[src/rtl/ifetch_queue.sv]
// ifetch_queue
//   Instruction fetch queue between the PC register and decode. Issues
//   in-order instruction memory requests at the current PC, pairs each
//   response with the PC that requested it, and presents {pc, instr} to
//   decode through a valid/ready handshake. pc_en stalls the PC register
//   whenever a request cannot be issued.
//
// Ports
//   clk, rst_n             clock, asynchronous active-low reset
//   pc / pc_en             current PC in, advance enable out (= request accepted)
//   flush                  redirect: drop queued and in-flight fetches
//   imem_req_valid/ready   request handshake, imem_addr = pc
//   imem_rsp_valid/data    in-order responses
//   if_valid/ready         head entry handshake to decode
//   if_pc / if_instr       head entry contents (RESET_PC / NOP when empty)
//
// Optional build macro IFQ_PERF_CNT_EN adds stall_cnt and drop_cnt_total.

module ifetch_queue #(
  parameter int          DEPTH    = 4,
  parameter logic [31:0] RESET_PC = 32'h0000_0000
) (
  input  logic        clk,
  input  logic        rst_n,
  input  logic [31:0] pc,
  output logic        pc_en,
  input  logic        flush,
  output logic        imem_req_valid,
  input  logic        imem_req_ready,
  output logic [31:0] imem_addr,
  input  logic        imem_rsp_valid,
  input  logic [31:0] imem_rsp_data,
  output logic        if_valid,
  input  logic        if_ready,
  output logic [31:0] if_pc,
`ifdef IFQ_PERF_CNT_EN
  output logic [31:0] stall_cnt,
  output logic [31:0] drop_cnt_total,
`endif
  output logic [31:0] if_instr
);

  localparam int          PW      = $clog2(DEPTH);
  localparam logic [PW:0] FULL_C  = (PW+1)'(DEPTH);
  localparam logic [31:0] NOP     = 32'h0000_0013;

  logic [31:0]      pc_q    [DEPTH];
  logic [31:0]      instr_q [DEPTH];
  logic [DEPTH-1:0] filled_q;

  logic [PW-1:0] alloc_q, alloc_d;
  logic [PW-1:0] fill_q,  fill_d;
  logic [PW-1:0] head_q,  head_d;
  logic [PW:0]   occ_q,   occ_d;
  // Requests accepted but not yet answered (excludes ones already marked for drop).
  logic [PW:0]   infl_q,  infl_d;
  logic [PW:0]   drop_q,  drop_d;

  logic full, empty, accept, rsp_store, rsp_drop, pop;

  assign full  = (occ_q == FULL_C);
  assign empty = (occ_q == '0);

  // rst_n gating keeps the request strobe low while reset is held.
  assign imem_req_valid = rst_n && !flush && !full;
  assign imem_addr      = pc;
  assign accept         = imem_req_valid && imem_req_ready;
  assign pc_en          = accept;

  assign rsp_store = imem_rsp_valid && !flush && (drop_q == '0);
  assign rsp_drop  = imem_rsp_valid && (flush || (drop_q != '0));

  assign if_valid = filled_q[head_q] && !empty;
  assign if_pc    = empty ? RESET_PC : pc_q[head_q];
  assign if_instr = empty ? NOP      : instr_q[head_q];
  assign pop      = if_valid && if_ready && !flush;

  always_comb begin
    alloc_d = alloc_q;
    fill_d  = fill_q;
    head_d  = head_q;
    occ_d   = occ_q;
    infl_d  = infl_q;
    drop_d  = drop_q;
    if (flush) begin
      alloc_d = '0;
      fill_d  = '0;
      head_d  = '0;
      occ_d   = '0;
      infl_d  = '0;
      // Everything still owed by memory must be discarded; a response
      // arriving right now is discarded immediately.
      drop_d  = drop_q + infl_q - (PW+1)'(imem_rsp_valid);
    end else begin
      alloc_d = alloc_q + PW'(accept);
      fill_d  = fill_q + PW'(rsp_store);
      head_d  = head_q + PW'(pop);
      occ_d   = occ_q + (PW+1)'(accept) - (PW+1)'(pop);
      infl_d  = infl_q + (PW+1)'(accept) - (PW+1)'(rsp_store);
      drop_d  = drop_q - (PW+1)'(rsp_drop);
    end
  end

  always_ff @(posedge clk or negedge rst_n) begin
    if (!rst_n) begin
      alloc_q <= '0;
      fill_q  <= '0;
      head_q  <= '0;
      occ_q   <= '0;
      infl_q  <= '0;
      drop_q  <= '0;
    end else begin
      alloc_q <= alloc_d;
      fill_q  <= fill_d;
      head_q  <= head_d;
      occ_q   <= occ_d;
      infl_q  <= infl_d;
      drop_q  <= drop_d;
    end
  end

  // Accept, fill and pop always address distinct entries, so their
  // updates never collide.
  always_ff @(posedge clk or negedge rst_n) begin
    if (!rst_n) begin
      filled_q <= '0;
    end else if (flush) begin
      filled_q <= '0;
    end else begin
      if (accept)    filled_q[alloc_q] <= 1'b0;
      if (rsp_store) filled_q[fill_q]  <= 1'b1;
      if (pop)       filled_q[head_q]  <= 1'b0;
    end
  end

  // Payload needs no reset: it is only visible through filled/occupancy.
  always_ff @(posedge clk) begin
    if (accept)    pc_q[alloc_q]   <= pc;
    if (rsp_store) instr_q[fill_q] <= imem_rsp_data;
  end

`ifdef IFQ_PERF_CNT_EN
  always_ff @(posedge clk or negedge rst_n) begin
    if (!rst_n) begin
      stall_cnt      <= '0;
      drop_cnt_total <= '0;
    end else begin
      if (!flush && !pc_en) stall_cnt      <= stall_cnt + 32'd1;
      if (rsp_drop)         drop_cnt_total <= drop_cnt_total + 32'd1;
    end
  end
`endif

endmodule
[config.mk]
export PLATFORM = sky130hd
export DESIGN_NAME = ifetch_queue
export DESIGN_NICKNAME = d
export VERILOG_FILES = /design/src/rtl/ifetch_queue.sv
export SDC_FILE = /design/constraint.sdc
export NUM_CORES = 1
export LEC_CHECK = 0
export CAP_MARGIN = 20
export CORE_UTILIZATION = 58
export DETAILED_ROUTE_END_ITERATION = 10
export GPL_TIMING_DRIVEN = 0
export PLACE_DENSITY = 0.86
export REMOVE_ABC_BUFFERS = 1
export SYNTH_ARGS = -nofsm -noshare
export SYNTH_HDL_FRONTEND = slang
export SYNTH_SLANG_ARGS = --single-unit
[constraint.sdc]
create_clock -name clk -period 6.4 [get_ports clk]
set_input_delay 1.28 -clock clk [delete_from_list [all_inputs] [get_ports clk]]
set_output_delay 1.28 -clock clk [all_outputs]
set_load 0.01 [all_outputs]
==> metrics.txt <==
run status complete, no violations; ys flop type edfxtp_1; setup TNS 0 ns; slack of the critical path 1.190 ns; setup bufs post-CTS 0; min Tclk post-route 5.210 ns; DR pass1 iterations 4; reg2reg end occ_q[2]; crit-path cells clkdlybuf4s50_1, nand3b_1, nor2_1, clkdlybuf4s50_1; routing usage on met1 28.36%; CTS resizes 0; number of H-tree levels 1; largest net degree at the start of global routing 38; Synth cell types 37; first-pass GRT wire length 33.00 mm; Worst Reg-to-Reg Cells 11; top post-synthesis cells by count edfxtp_1, nor2b_1, mux4_2; CTS tree built; Worst-Skew Late Latency 0.52 ns; Worst-Margin Slew 0.9919 ns; max incr delay on CP 1.11 ns; Clock Tree Buf Depth 3; filler cell count 1,074; initial antenna violation count 0; YS warnings 0; Power Total 3978 uW; relative slew slack 33.32%; Synth Area per Inst 19.93 sq um; Synth area leader edfxtp_1; max-cap violation count 0; CP Max Fanout 21; worst hold path cell count 1; layout net count 805; GRT Total Usage 22.12%; Core ar. 18,770 sq um; # setup viols final 0; met3 GRT Util 5.129%; Final ANT Viol Nets 0; nature of the critical path startpoint input pin; Hold Crit Endpoint drop_q[2]; kind of end point of the critical path output port; cts hold-fix bufs 0; crit share post-route 81.41%; asr flop ratio synth 6.909%; reg2reg start head_q[0]; r2r setup slk 3.11 ns; Worst-path clk slew 0.06 ns; Crit-path slowest cell clkdlybuf4s50_1; Max Clk Rate 191.9 MHz; M2 GR Usage 37.99%; Starting Density 59.37%; most frequent cell after synthesis edfxtp_1; Yosys reg bits 275; hold crit path type reg2reg; area growth from synthesis to final layout 24.65%; layout cells sized above 1 18.59%; sequential fraction of the synthesis area 73.26%; Finished Core Util 74.00%; cell row count 50; DRT Wirelength 21.03 mm; power share of the clock group 39.2%; min-delay src drop_q[2]; count of final hold-check violations 0; Root Driver clkbuf_16; RSZ-0062 raised after global routing false; Peak supply drop 265.5 uV; Clock Skew 0.01033 ns; DRC 0; post-placement worst setup slack 1.160 ns; number of port buffers 168; Die ar. 19,770 sq um; via count 5,651; multi-input logic area 2559 sq um; Int Pwr 3147 uW; Starting DRT DRC Count 388; vias per cell 5.820; Area contributors post-synth edfxtp_1, mux4_2, dfrtp_1; Slew Viols, Final 0; worst hold margin 0.5061 ns; Seq. cell area 8170 sq um; Net Sw Frac 20.89%; arrival time at the worst endpoint 3.93 ns; Leak Pwr 0.004522 uW; cell mode on critical path clkdlybuf4s50_1; EDFF count, synth 256; Antenna diodes 0; IO Count 169; Die W 140.6 um; combinational power share 9.7%; Cell Area, Synth 11,140 sq um; Wirelength per Cell 21.65 um; DP HPWL 13.54 mm; Final Wtd Congestion 0.8047; Cell Pwr Density 286.4 nW/um^2; worst path required time 5.12 ns; gr busiest metal met2; vias in the first global route 5,990; Clock Sinks 275; Switch Pwr 831.1 uW; Die Height 140.6 um; Post-Synthesis Cells 559; GR Overflow Total 0; CTS buffer count 27; kind of critical path in2out; post-synth top area share 68.99%; Seq pwr share 51.1%
## power groups by stage
stage          Sequential (uW)  Clock [uW]  Combinational, uW
2_1_floorplan             2070           0                168
3_3_place_gp              2070           0                352
3_5_place_dp              2070           0                386
4_1_cts                   2030        1590                391
5_1_grt                   2040        1650                422
6_report                  2030        1560                385
## worst max-delay path: cells and delay by family
family	cells	cell delay, ns
buf+inv	2	1.72
simple gates	2	0.93
## worst max-delay path by stage
stage,from,end,cells past startpoint
CTS,rst_n,pc_en,4
floorplan,flush,pc_q[0][0],2
detailed placement,rst_n,pc_en,4
global placement,rst_n,pc_q[0][10],3
global route,rst_n,pc_en,4
finish,rst_n,pc_en,4
## cells by family (layout without fill, tap and decap cells)
group                    after synthesis  after routing  synth area share [%]
adder cells (fa/ha/maj)               15             15                 1.887
flip-flops                           275            275                 73.26
AO/OA/AOI/OAI                         12             12                0.9882
buffers and inverters                 76            254                 4.054
multiplexers                          65             65                 13.03
XOR/XNOR                               9              9                0.8422
AND/OR/NAND/NOR                      107            107                 5.941
## flip-flops by register name, indices dropped and copies added, names as in the netlist
name	count
drop_q	3
filled_q	4
pc_q	128
infl_q	3
fill_q	2
head_q	2
instr_q	128
alloc_q	2
occ_q	3
## cell usage in the layout, fill, tap and decap left out, types with 2 or more instances in the layout
master / n
a211oi_1: 5
buf_16: 2
buf_4: 12
buf_6: 4
buf_8: 3
bufinv_16: 4
clkbuf_1: 5
clkbuf_16: 27
clkdlybuf4s50_1: 168
clkinv_1: 4
clkinv_2: 5
dfrtp_1: 17
dfrtp_4: 2
edfxtp_1: 256
fa_1: 3
ha_1: 12
inv_1: 14
inv_2: 4
mux4_2: 64
nand2_1: 6
nand2b_1: 3
nand4b_1: 2
nor2_1: 9
nor2b_1: 67
nor3_1: 2
nor3b_1: 2
nor4_2: 5
nor4b_1: 2
o41ai_1: 4
or2_1: 3
xnor2_1: 5
xor2_1: 3
## stage by stage
step           instances  instance area [sq um]
6_report             971                  13890
5_1_grt              971                  13890
4_1_cts              971                  13890
3_5_place_dp         925                  13030
3_3_place_gp         903                  12730
2_1_floorplan        501                  10760
## per-layer routing
metal	routed length, um	vias up
met5	0	-
met2	10760	229
li1	-	2480
met3	1514	43
met1	8256	2899
met4	498	0
## layout make-up
type / count / share of cell area, %
Multi-Input combinational cell: 208 / 18.42
Clock inverter: 14 / 1.207
Tap cell: 234 / 2.108
Sequential cell: 275 / 58.83
Inverter: 18 / 0.4865
Clock buffer: 32 / 5.000
Timing Repair Buffer: 190 / 13.95
Power figures use the tool's default switching activity.
